$ cat config.mk
export PLATFORM = sky130hd
export DESIGN_NAME = vga_image_scanner
export DESIGN_NICKNAME = d
export VERILOG_FILES = /design/src/rtl/vga_pkg.sv /design/src/rtl/vga_timing_gen.sv /design/src/rtl/vga_image_scanner.sv
export SDC_FILE = /design/constraint.sdc
export NUM_CORES = 1
export LEC_CHECK = 0
export CORE_MARGIN = 1.5
export CORE_UTILIZATION = 50
export DETAILED_ROUTE_END_ITERATION = 7
export DONT_BUFFER_PORTS = 1
export GPL_ROUTABILITY_DRIVEN = 0
export PLACE_DENSITY = 0.61
export SYNTH_ARGS = -nofsm -noshare
export SYNTH_HDL_FRONTEND = slang
export SYNTH_SLANG_ARGS = --single-unit
$ cat constraint.sdc
create_clock -name clk -period 2.7 [get_ports clk]
set_input_delay 0.54 -clock clk [delete_from_list [all_inputs] [get_ports clk]]
set_output_delay 0.54 -clock clk [all_outputs]
set_load 0.01 [all_outputs]
$ cat src/rtl/vga_pkg.sv
// Shared VGA 640x480@60 timing constants, widths and pixel payload type.
package vga_pkg;

  // Horizontal timing in pixel ticks
  localparam int unsigned H_FP    = 16;
  localparam int unsigned H_SYNC  = 96;
  localparam int unsigned H_BP    = 48;
  localparam int unsigned H_TOTAL = 800;

  // Vertical timing in lines
  localparam int unsigned V_FP    = 10;
  localparam int unsigned V_SYNC  = 2;
  localparam int unsigned V_BP    = 33;
  localparam int unsigned V_TOTAL = 525;

  // Sync pulses sit just before the back porch at the end of each period
  localparam int unsigned H_SYNC_START = H_TOTAL - H_BP - H_SYNC;
  localparam int unsigned V_SYNC_START = V_TOTAL - V_BP - V_SYNC;

  localparam int unsigned CNT_W  = 10;
  localparam int unsigned ADDR_W = 19;

  // Test-pattern bar geometry: 8 bars of 80 pixels
  localparam int unsigned BAR_W     = 80;
  localparam int unsigned BAR_CNT_W = 7;

  typedef struct packed {
    logic [3:0] r;
    logic [3:0] g;
    logic [3:0] b;
  } rgb_t;

  // Bar index bits select full-on or off per channel
  function automatic rgb_t bar_rgb(input logic [2:0] idx);
    rgb_t c;
    c.r = {4{idx[2]}};
    c.g = {4{idx[1]}};
    c.b = {4{idx[0]}};
    return c;
  endfunction

endpackage

$ cat src/rtl/vga_timing_gen.sv
// Pixel-tick divider plus horizontal/vertical counters and raw sync decode.
module vga_timing_gen
  import vga_pkg::*;
#(
  parameter int unsigned CLK_DIV = 4,
  parameter int unsigned H_VIS   = 640,
  parameter int unsigned V_VIS   = 480
) (
  input  logic             clk,
  input  logic             rst_n,
  output logic             pix_ce,
  output logic [CNT_W-1:0] h_cnt,
  output logic [CNT_W-1:0] v_cnt,
  output logic             visible_c,
  output logic             hsync_c,
  output logic             vsync_c
);

  localparam int unsigned DIV_W = $clog2(CLK_DIV);

  logic [DIV_W-1:0] div_cnt;

  // Divider wraps CLK_DIV-1 -> 0; pix_ce is registered so it is high while div_cnt == CLK_DIV-1
  always_ff @(posedge clk or negedge rst_n) begin
    if (!rst_n) begin
      div_cnt <= '0;
      pix_ce  <= 1'b0;
    end else begin
      div_cnt <= (div_cnt == DIV_W'(CLK_DIV - 1)) ? '0 : div_cnt + DIV_W'(1);
      pix_ce  <= (div_cnt == DIV_W'(CLK_DIV - 2));
    end
  end

  // Raster position, advanced once per pixel tick
  always_ff @(posedge clk or negedge rst_n) begin
    if (!rst_n) begin
      h_cnt <= '0;
      v_cnt <= '0;
    end else if (pix_ce) begin
      if (h_cnt == CNT_W'(H_TOTAL - 1)) begin
        h_cnt <= '0;
        v_cnt <= (v_cnt == CNT_W'(V_TOTAL - 1)) ? '0 : v_cnt + CNT_W'(1);
      end else begin
        h_cnt <= h_cnt + CNT_W'(1);
      end
    end
  end

  // Active-high decode of the current raster position
  always_comb begin
    visible_c = (h_cnt < CNT_W'(H_VIS)) && (v_cnt < CNT_W'(V_VIS));
    hsync_c   = (h_cnt >= CNT_W'(H_SYNC_START)) && (h_cnt < CNT_W'(H_SYNC_START + H_SYNC));
    vsync_c   = (v_cnt >= CNT_W'(V_SYNC_START)) && (v_cnt < CNT_W'(V_SYNC_START + V_SYNC));
  end

endmodule

$ cat src/rtl/vga_image_scanner.sv
// VGA scanner: reads a grayscale frame buffer in raster order and drives RGB/sync.
// Optional colour-bar test pattern with test_mode input when VGA_TEST_PATTERN_EN is defined.
module vga_image_scanner
  import vga_pkg::*;
#(
  parameter int unsigned CLK_DIV = 4,
  parameter int unsigned H_VIS   = 640,
  parameter int unsigned V_VIS   = 480
) (
  input  logic              clk,
  input  logic              rst_n,
  output logic [ADDR_W-1:0] vgaAddress,
  input  logic [7:0]        ImageData,
`ifdef VGA_TEST_PATTERN_EN
  input  logic              test_mode,
`endif
  output logic [3:0]        red,
  output logic [3:0]        green,
  output logic [3:0]        blue,
  output logic              hsync,
  output logic              vsync,
  output logic              frame_start
);

  logic             pix_ce;
  logic [CNT_W-1:0] h_cnt;
  logic [CNT_W-1:0] v_cnt;
  logic             visible_c;
  logic             hsync_c;
  logic             vsync_c;

  vga_timing_gen #(
    .CLK_DIV (CLK_DIV),
    .H_VIS   (H_VIS),
    .V_VIS   (V_VIS)
  ) u_timing (
    .clk       (clk),
    .rst_n     (rst_n),
    .pix_ce    (pix_ce),
    .h_cnt     (h_cnt),
    .v_cnt     (v_cnt),
    .visible_c (visible_c),
    .hsync_c   (hsync_c),
    .vsync_c   (vsync_c)
  );

  logic line_last_c;
  logic frame_last_c;
  logic next_vis_c;
  logic unused_c;

  assign unused_c = ^ImageData[3:0];

  // Look ahead to the pixel the counters move to on the next tick
  always_comb begin
    line_last_c  = (h_cnt == CNT_W'(H_TOTAL - 1));
    frame_last_c = line_last_c && (v_cnt == CNT_W'(V_TOTAL - 1));
    next_vis_c   = 1'b0;
    if (line_last_c) begin
      next_vis_c = frame_last_c || ((v_cnt + CNT_W'(1)) < CNT_W'(V_VIS));
    end else begin
      next_vis_c = ((h_cnt + CNT_W'(1)) < CNT_W'(H_VIS)) && (v_cnt < CNT_W'(V_VIS));
    end
  end

  // Address tracks the raster: +1 on entering a visible pixel, held in blanking, 0 at frame wrap
  always_ff @(posedge clk or negedge rst_n) begin
    if (!rst_n) begin
      vgaAddress <= '0;
    end else if (pix_ce) begin
      if (frame_last_c) begin
        vgaAddress <= '0;
      end else if (next_vis_c) begin
        vgaAddress <= vgaAddress + ADDR_W'(1);
      end
    end
  end

  rgb_t pix_rgb_c;

`ifdef VGA_TEST_PATTERN_EN
  logic [BAR_CNT_W-1:0] bar_px;
  logic [2:0]           bar_idx;

  // Bar position within the line: index = h_cnt / 80 without a divider
  always_ff @(posedge clk or negedge rst_n) begin
    if (!rst_n) begin
      bar_px  <= '0;
      bar_idx <= '0;
    end else if (pix_ce) begin
      if (line_last_c) begin
        bar_px  <= '0;
        bar_idx <= '0;
      end else if (bar_px == BAR_CNT_W'(BAR_W - 1)) begin
        bar_px  <= '0;
        bar_idx <= bar_idx + 3'(1);
      end else begin
        bar_px  <= bar_px + BAR_CNT_W'(1);
      end
    end
  end
`endif

  // Pixel colour source: grey replicated, or colour bars in test mode
  always_comb begin
    pix_rgb_c.r = ImageData[7:4];
    pix_rgb_c.g = ImageData[7:4];
    pix_rgb_c.b = ImageData[7:4];
`ifdef VGA_TEST_PATTERN_EN
    if (test_mode) begin
      pix_rgb_c = bar_rgb(bar_idx);
    end
`endif
  end

  rgb_t s1_rgb;
  logic s1_vis;
  logic s1_hs;
  logic s1_vs;
  logic s1_first;

  // Stage 1: capture memory data (one tick after its address) with the matching raster flags
  always_ff @(posedge clk or negedge rst_n) begin
    if (!rst_n) begin
      s1_rgb   <= '0;
      s1_vis   <= 1'b0;
      s1_hs    <= 1'b0;
      s1_vs    <= 1'b0;
      s1_first <= 1'b0;
    end else if (pix_ce) begin
      s1_rgb   <= pix_rgb_c;
      s1_vis   <= visible_c;
      s1_hs    <= hsync_c;
      s1_vs    <= vsync_c;
      s1_first <= (h_cnt == '0) && (v_cnt == '0);
    end
  end

  // Stage 2: registered pins, blanked outside the visible area, syncs active-low
  always_ff @(posedge clk or negedge rst_n) begin
    if (!rst_n) begin
      red         <= 4'h0;
      green       <= 4'h0;
      blue        <= 4'h0;
      hsync       <= 1'b1;
      vsync       <= 1'b1;
      frame_start <= 1'b0;
    end else begin
      frame_start <= pix_ce && s1_first;
      if (pix_ce) begin
        red   <= s1_vis ? s1_rgb.r : 4'h0;
        green <= s1_vis ? s1_rgb.g : 4'h0;
        blue  <= s1_vis ? s1_rgb.b : 4'h0;
        hsync <= ~s1_hs;
        vsync <= ~s1_vs;
      end
    end
  end

endmodule

== Yosys cells after proc, flatten, opt, wreduce, memory -nomap -nowiden ==
Cells that the tools add are included.

* Input port bits: 10
* Logic and storage cells: 52
* Output and inout port bits: 34
* Flip-flop bits (word level): 57

* Reduce and logical (&&, ||, !) cells: 13
* $add $sub $neg: 4
* Bitwise operators: 2
* Multiplexer cells: 7
* Equal/unequal tests: 4
* Magnitude comparators: 8

{| class="wikitable"
|+ Operators with widths
! operator !! count
|-
| 2-to-1 mux 19 bit || 2
|-
| < comparator 10 bit, second input constant || 3
|-
| < comparator 10 x 9 -> 1 bit, second input constant || 3
|-
| adder 10 x 1 -> 10 bit, second input constant || 2
|-
| == test 10 bit, second input constant || 2
|-
| logical NOT 10 bit || 2
|-
| 2-to-1 mux 10 bit || 2
|-
| adder 19 x 1 -> 19 bit, second input constant || 1
|-
| greater-or-equal comparator 10 bit, second input constant || 1
|-
| greater-or-equal comparator 10 x 9 -> 1 bit, second input constant || 1
|-
| logical AND 1 bit || 7
|-
| == test 2 bit, second input constant || 2
|-
| 2-to-1 mux 4 bit || 1
|-
| AND reduction 2 bit || 2
|-
| adder 2 x 1 -> 2 bit, second input constant || 1
|-
| 2-to-1 mux 2 bit || 1
|-
| NOT 1 bit || 2
|-
| nonzero test 2 bit || 1
|-
| logical OR 1 bit || 1
|-
| 2-to-1 mux 1 bit || 1
|}

== Longest topological paths before layout ==
Gate-level depths: netlist of run 1.

* Word-level depth: 6
* Mapped depth: 10
* Depth with buffers taken out: 8

== Modules after synthesis ==
Synthesis of run 1 repeated with hierarchy kept, for this count alone.

* Cells, all modules: 317
* Area total of the unflattened synthesis: 3,070.4 sq um

{| class="wikitable"
|+ By module, submodules not included
! module !! instances !! cells an instance !! seq. area each (sq um) !! area an instance (sq um)
|-
| vga_image_scanner || 1 || 197 || 853.3 || 1,819.2
|-
| vga_timing_gen || 1 || 120 || 575.6 || 1,251.2
|}

== Worst setup path after synthesis of run 1 ==
Ideal clock, no wire load.

* Path type: register to register
* From: reg u_timing.v_cnt[1]
* To: reg vgaAddress[12]
* Data arrival time: 2.358 ns
* Setup time: 0.078 ns
* Data required time: 2.622 ns
* Slack: 0.264 ns
* Stages on the path, launching flop included: 10
* Clock period less this slack: 2.436 ns
* Path buffers: 1
* Cell sequence: dfrtp_1 -> inv_1 -> ha_1 -> or4b_4 -> or3b_4 -> o211ai_4 -> nor2_4 -> buf_6 -> or4_1 -> a21oi_1

* Cells in the longest elaborated chain, start to end: 6
* Elaborated cells between the ends (all ways): 11
* Classes of those cells: add/sub: 1; order compare: 2; eq/ne: 1; mux: 2; reduce/logical: 5

{| class="wikitable"
|+ RTL lines
! what !! RTL line !! source
|-
| from (decl) || vga_timing_gen.sv:13 || <nowiki>output logic [CNT_W-1:0] v_cnt,</nowiki>
|-
| from (signal assigned) || vga_timing_gen.sv:42 || <nowiki>v_cnt <= (v_cnt == CNT_W'(V_TOTAL - 1)) ? '0 : v_cnt + CNT_W'(1);</nowiki>
|-
| adder 10 x 1 -> 10 bit or == test 10 bit (tied branches) || vga_image_scanner.sv:60, vga_image_scanner.sv:57 ||
|-
| < comparator 10 x 9 -> 1 bit or logical AND 1 bit (tied branches) || vga_image_scanner.sv:60, vga_image_scanner.sv:57 ||
|-
| logical OR 1 bit || vga_image_scanner.sv:60 || <nowiki>next_vis_c = frame_last_c || ((v_cnt + CNT_W'(1)) < CNT_W'(V_VIS));</nowiki>
|-
| 2-to-1 mux 1 bit || vga_image_scanner.sv:59 || <nowiki>if (line_last_c) begin</nowiki>
|-
| nonzero test 2 bit (no source line) || -- ||
|-
| AND reduction 2 bit (no source line) || -- ||
|-
| to (signal assigned) || vga_image_scanner.sv:74 || <nowiki>vgaAddress <= vgaAddress + ADDR_W'(1);</nowiki>
|-
| to (decl) || vga_image_scanner.sv:12 || <nowiki>output logic [ADDR_W-1:0] vgaAddress,</nowiki>
|}

Parallel ways exist; a longest one is shown, timed or not.
A chain may end at the register's enable or synchronous reset.

== Worst setup path in the final report of run 1 ==
* From: reg u_timing.v_cnt[1]
* To: reg vgaAddress[15]

The elaborated chain is that of the path after synthesis.

==> impl_metrics.env, run 1 <==
export IMPL_fin_nets=355
export IMPL_synth_edff_count=0
export IMPL_relSlewSlack_pct=56.4
export IMPL_routedWlPerCell_um=16.3
export IMPL_setup_viol=0
export IMPL_layout_area_overhead_vs_synth_pct=11.8
export IMPL_grt_pass1_vias=2318
export IMPL_clk_pin_slew_ns=0.07
export IMPL_die_h_um=82.3
export IMPL_regToRegStartpoint="u_timing.v_cnt[1]"
export IMPL_finalSetupTns_ns=0
export IMPL_h_tree_depth=3
export IMPL_clock_skew_ns=0.0105
export IMPL_final_max_slew_viol_count=0
export IMPL_tightest_slew_ns=0.653
export IMPL_ys_async_sr_fraction_pct=100
export IMPL_power_leakage_nw=1.45
export IMPL_layout_commonest_cell="dfrtp_1"
export IMPL_cts_root_buf="clkbuf_8"
export IMPL_row_count=28
export IMPL_synth_main_ff_cell="dfrtp_1"
export IMPL_r2r_setup_slack_ns=0.14
export IMPL_yosysSeqAreaShare_pct=45.5
export IMPL_worstPathRequired_ns=2.97
export IMPL_post_route_period_util_pct=94.7
export IMPL_wl_met2_um=3030
export IMPL_pre_cts_slack_ns=0.108
export IMPL_netlist_area_um2=3140
export IMPL_grt_max_degree=56
export IMPL_syn_nets=347
export IMPL_numCtsBuffers=9
export IMPL_outcome="complete, no violations"
export IMPL_setup_worst_path_class="register to register"
export IMPL_cts_tree="built"
export IMPL_initial_core_util_pct=52.5
export IMPL_drt_pass1_iter_count=4
export IMPL_core_area_um2=5990
export IMPL_irDropWorstVdd_mv=0.310
export IMPL_crit_fanout=25
export IMPL_avgSynthCellArea_um2=9.52
export IMPL_drt_initial_drc_count=133
export IMPL_startpoint_type="register"
export IMPL_die_w_um=82.3
export IMPL_ys_ff_latch=57
export IMPL_num_io_pins=44
export IMPL_ys_warn_count=0
export IMPL_synthCells=330
export IMPL_postCtsSetupBuffers=0
export IMPL_finalHoldViolCount=0
export IMPL_dpl_hpwl_um=4600
export IMPL_worstHoldPathType="primary input to asynchronous set/reset pin"
export IMPL_final_cell_mix="dfrtp_1 (55), nand2_1 (30), o21ai_0 (23), buf_4 (23), a21oi_1 (22)"
export IMPL_fmax_ghz=0.391
export IMPL_top_layer_used="met4"
export IMPL_io_buffers=0
export IMPL_clock_path_buffers=2
export IMPL_yosysUniqueCellTypes=50
export IMPL_diodes=0
export IMPL_clock_latency_ns=0.34
export IMPL_wl_met1_um=3370
export IMPL_ant_nets=0
export IMPL_max_cap_violations=0
export IMPL_reg2reg_to="vgaAddress[15]"
export IMPL_cp_startpoint="u_timing.v_cnt[1]"
export IMPL_rsz0062_at_grt="true"
export IMPL_vias=2485
export IMPL_p_per_area_nw_per_um2=471
export IMPL_drc_errors=0
export IMPL_min_period_ns=2.56
export IMPL_dr_wl_met3_um=268
export IMPL_grt_usage_pct=23.1
export IMPL_grt_pass1_wl_um=11600
export IMPL_routed_wl_um=6800
export IMPL_drive_gt1_share_pct=16.9
export IMPL_antenna_found_initial=0
export IMPL_cp_end_kind="register"
export IMPL_cts_sinks=57
export IMPL_cp_data_arrival_time_ns=2.82
export IMPL_dieArea_um2=6770
export IMPL_rr_worst_depth=8
export IMPL_grt_overflow_total=0
export IMPL_fin_ws_ns=0.144
export IMPL_vias_per_cell=5.94
## synthesized netlist by cell type (3+ instances only)
cell type,instances,share of area [%]
nor2_1,12,1.4
buf_4,8,1.9
or3_1,4,0.80
o31ai_1,13,3.1
mux2i_1,3,0.96
buf_2,5,0.80
and4_1,4,1.1
nand3_1,19,3.0
o21a_1,4,0.96
o21ai_0,23,3.7
o41ai_1,4,1.1
or4_1,11,2.6
nand4_1,7,1.4
o211ai_1,3,0.72
nor3_1,8,1.3
nor4_1,5,1.0
a21oi_1,22,3.5
dfrtp_1,55,44
nand2_1,30,3.6
clkbuf_1,13,1.6
nand2b_1,4,0.80
inv_1,15,1.8
mux2_2,8,2.9
o2bb2ai_1,4,1.1
ha_1,7,2.8
and3_1,8,1.6
## kinds of logic (layout without fill, tap and decap cells)
| group | count (synthesis) | count (layout) | synth area share [%] |
|---|---|---|---|
| AND/OR/NAND/NOR | 127 | 127 | 22.9 |
| AO/OA/AOI/OAI | 82 | 82 | 17.5 |
| flip-flops | 57 | 57 | 45.5 |
| buffers and inverters | 42 | 55 | 6.41 |
| multiplexers | 11 | 11 | 3.82 |
| adder cells (fa/ha/maj) | 7 | 7 | 2.79 |
| XOR/XNOR | 4 | 4 | 1.11 |
## metal layers
layer  vias to the layer above  global-route usage, %
met2                        52                   31.4
met4                         0                   9.66
met5                         -                      0
met1                      1191                   34.7
li1                       1233                      -
met3                         9                   5.49
## sequential cells by signal, indices dropped and copies added, names as in the netlist
register and cells:
vsync 1, s1_hs 1, s1_rgb 4, u_timing.pix_ce 1
s1_first 1, u_timing.v_cnt 10, hsync 1, s1_vis 1
s1_vs 1, u_timing.div_cnt 2, vgaAddress 19, u_timing.h_cnt 10
frame_start 1, blue 4
## area by class of cell
type	count	area [µm²]
fill	538	2480
clock inverter	2	10.0
inverter	15	56.3
timing repair buffer	24	200
sequential	57	1430
clock buffer	14	183
tap	75	93.8
multi-input combinational	231	1540
## what timing repair did
action                                  in CTS  in global routing
hold buffers                                 1                  0
gates resized for setup                      0                  3
endpoints found under the setup margin       0                 17
endpoints found under the hold margin       55                  0
## critical path: stages (launching register included)
cell	delay [ns]
dfrtp_1	0.40
inv_1	0.11
ha_1	0.14
or4b_4	0.46
or3b_4	0.43
o211ai_4	0.13
nor2_4	0.15
or4b_1	0.49
a21oi_1	0.17
## worst max-delay path by stage
stage | to | slack, ns | cells after the start
floorplan | vgaAddress[12] | 0.26 | 9
global placement | vgaAddress[9] | 0.17 | 8
detailed placement | vgaAddress[1] | 0.11 | 7
CTS | vgaAddress[0] | 0.10 | 7
global route | vgaAddress[13] | -0.0009 | 8
finish | vgaAddress[15] | 0.14 | 8
## per-stage QoR
stage	hold slack, ns	cell area, µm²	util (%)	total power [mW]	cells
6_report	0.0335	3510	58.6	1.66	418
5_1_grt	0.0107	3510	58.6	1.73	418
4_1_cts	0.0224	3490	58.3	1.68	418
3_5_place_dp	0.246	3270	54.6	0.891	401
3_3_place_gp	0.246	3270	54.6	0.891	401
2_1_floorplan	0.244	3140	-	0.898	330
## report_power, final
part	internal [mW]	switching (mW)	leakage, nW
logic	0.00746	0.0170	0.604
clock network	0.430	0.330	0.102
registers	0.860	0.00992	0.741
Power figures use the tool's default switching activity.
==> run 2, diff against run 1 <==
--- a/config.mk
+++ b/config.mk
@@ -5,12 +5,15 @@
 export SDC_FILE = /design/constraint.sdc
 export NUM_CORES = 1
 export LEC_CHECK = 0
+export CAP_MARGIN = 25
 export CORE_MARGIN = 1.5
 export CORE_UTILIZATION = 50
 export DETAILED_ROUTE_END_ITERATION = 7
 export DONT_BUFFER_PORTS = 1
 export GPL_ROUTABILITY_DRIVEN = 0
+export HOLD_SLACK_MARGIN = 0.03
 export PLACE_DENSITY = 0.61
+export SKIP_LAST_GASP = 1
 export SYNTH_ARGS = -nofsm -noshare
 export SYNTH_HDL_FRONTEND = slang
 export SYNTH_SLANG_ARGS = --single-unit
==> run 2 against run 1 <==
Compared with the run above: sequential power hardly changed; non-clock buffer count is 2 higher; sequential share of layout area is 0.087 points lower; flip-flop and latch count stayed put; cell count is 0.48% higher; clock skew is 0.00056 ns higher; clock-buffer cell count stayed put; wire length hardly changed; total power is 0.40% higher; critical path depth stayed put; design area is 0.21% higher; worst hold slack better by 0.015 ns.
==> impl_metrics.env, run 2 (same netlist as run 1, synthesis figures left out) <==
export IMPL_outcome="complete, no violations"
export IMPL_grt_usage_pct=23.2
export IMPL_grt_pass1_wl_um=11600
export IMPL_initial_core_util_pct=52.5
export IMPL_path_buf_inv=1
export IMPL_worstPathRequired_ns=2.97
export IMPL_num_io_pins=44
export IMPL_dpl_hpwl_um=4600
export IMPL_final_cell_mix="dfrtp_1 (55), nand2_1 (30), o21ai_0 (23), buf_4 (23), a21oi_1 (22)"
export IMPL_largest_register="vgaAddress"
export IMPL_rr_worst_depth=8
export IMPL_drt_pass1_iter_count=4
export IMPL_irDropWorstVdd_mv=0.311
export IMPL_cp_data_arrival_time_ns=2.83
export IMPL_drive_gt1_share_pct=16.8
export IMPL_cts_root_buf="clkbuf_8"
export IMPL_clk_pin_slew_ns=0.07
export IMPL_diodes=0
export IMPL_rsz0062_at_grt="true"
export IMPL_fmax_ghz=0.391
export IMPL_r2r_setup_slack_ns=0.14
export IMPL_power_leakage_nw=1.46
export IMPL_crit_fanout=25
export IMPL_fin_nets=357
export IMPL_crit_slowest_cell="or4b_1"
export IMPL_tightest_slew_ns=0.503
export IMPL_row_count=28
export IMPL_p_per_area_nw_per_um2=472
export IMPL_routedWlPerCell_um=16.2
export IMPL_final_max_slew_viol_count=0
export IMPL_layout_commonest_cell="dfrtp_1"
export IMPL_grt_overflow_total=0
export IMPL_clock_path_buffers=2
export IMPL_postCtsSetupBuffers=0
export IMPL_numCtsBuffers=9
export IMPL_relSlewSlack_pct=66.2
export IMPL_path_cells="inv_1 > ha_1 > or4b_4 > or3b_4 > o211ai_4 > nor2_4 > or4b_1 > a21oi_1"
export IMPL_routed_wl_um=6800
export IMPL_ant_nets=0
export IMPL_startpoint_type="register"
export IMPL_finalHoldViolCount=0
export IMPL_drt_initial_drc_count=162
export IMPL_cp_end_kind="register"
export IMPL_clock_latency_ns=0.34
export IMPL_grt_max_degree=57
export IMPL_final_util_pct=58.8
export IMPL_regToRegStartpoint="u_timing.v_cnt[1]"
export IMPL_largest_reg_flops=19
export IMPL_cts_sinks=57
export IMPL_h_tree_depth=3
export IMPL_drc_errors=0
export IMPL_die_w_um=82.3
export IMPL_worstHoldPathType="primary input to asynchronous set/reset pin"
export IMPL_layout_area_overhead_vs_synth_pct=12.0
export IMPL_clock_skew_ns=0.0111
export IMPL_setup_viol=0
export IMPL_cpPeakStageDelay_ns=0.49
export IMPL_finalSetupTns_ns=0
export IMPL_io_buffers=0
export IMPL_min_period_ns=2.56
export IMPL_cts_tree="built"
export IMPL_antenna_found_initial=0
export IMPL_critical_path_top_delay_family="simple AND/OR/NAND/NOR gates"
export IMPL_vias=2508
export IMPL_vias_per_cell=5.97
export IMPL_grt_pass1_vias=2325
export IMPL_die_h_um=82.3
export IMPL_post_route_period_util_pct=94.8
export IMPL_reg_top3="vgaAddress x19, u_timing.h_cnt x10, u_timing.v_cnt x10"
export IMPL_max_cap_violations=0
export IMPL_reg2reg_to="vgaAddress[15]"
export IMPL_core_area_um2=5990
export IMPL_timing_hold_ws_ns=0.0487
export IMPL_dieArea_um2=6770
export IMPL_setup_worst_path_class="register to register"
[run 2: cell count changes in the layout (fill, tap and decap cells not counted), sizes merged]
| cell | previous run | this run |
|---|---|---|
| buf | 24 | 25 |
| dlygate4sd3 | 0 | 1 |
[run 2: area by class of cell]
class                   instances  area [µm²]
flip-flops and latches         57        1430
fillers                       541        2470
clock buffers                  14         183
clock inverters                 2        10.0
well taps                      75        93.8
repair buffers                 26         225
inverters                      15        56.3
multi-input cells             231        1520
[run 2: per-layer routing]
layer | part of all wire [%] | vias to the layer above | global-route usage, %
met5 | 0 | - | 0
met2 | 45 | 58 | 31.7
met1 | 49 | 1203 | 34.6
li1 | - | 1237 | -
met3 | 4.6 | 10 | 5.49
met4 | 1.8 | 0 | 9.66
[run 2: repair_timing]
item	CTS	global route
gates resized for setup	0	1
endpoints found under the hold margin	56	0
endpoints found under the setup margin	0	14
hold buffers	2	0
[run 2: metrics by stage]
| step | setup slack (ns) | area (µm²) | cells | power (mW) |
|---|---|---|---|---|
| finish | 0.141 | 3520 | 420 | 1.66 |
| global route | -0.000853 | 3520 | 420 | 1.73 |
| CTS | 0.104 | 3500 | 419 | 1.68 |
| detailed placement | 0.108 | 3270 | 401 | 0.891 |
| global placement | 0.166 | 3270 | 401 | 0.891 |
| floorplan | 0.264 | 3140 | 330 | 0.898 |
[run 2: worst max-delay path by stage]
stage / cells after the start / slack [ns] / endpoint / startpoint
after floorplan: 9 / 0.26 / vgaAddress[12] / u_timing.v_cnt[1]
after global placement: 8 / 0.17 / vgaAddress[9] / u_timing.v_cnt[1]
after detailed placement: 7 / 0.11 / vgaAddress[1] / u_timing.h_cnt[0]
after CTS: 7 / 0.10 / vgaAddress[0] / u_timing.h_cnt[0]
after global routing: 8 / -0.0009 / vgaAddress[13] / u_timing.v_cnt[1]
final: 8 / 0.14 / vgaAddress[15] / u_timing.v_cnt[1]
[run 2: power breakdown]
part	internal, mW	switching (mW)
clock network	0.430	0.335
registers	0.860	0.00991
logic	0.00845	0.0180
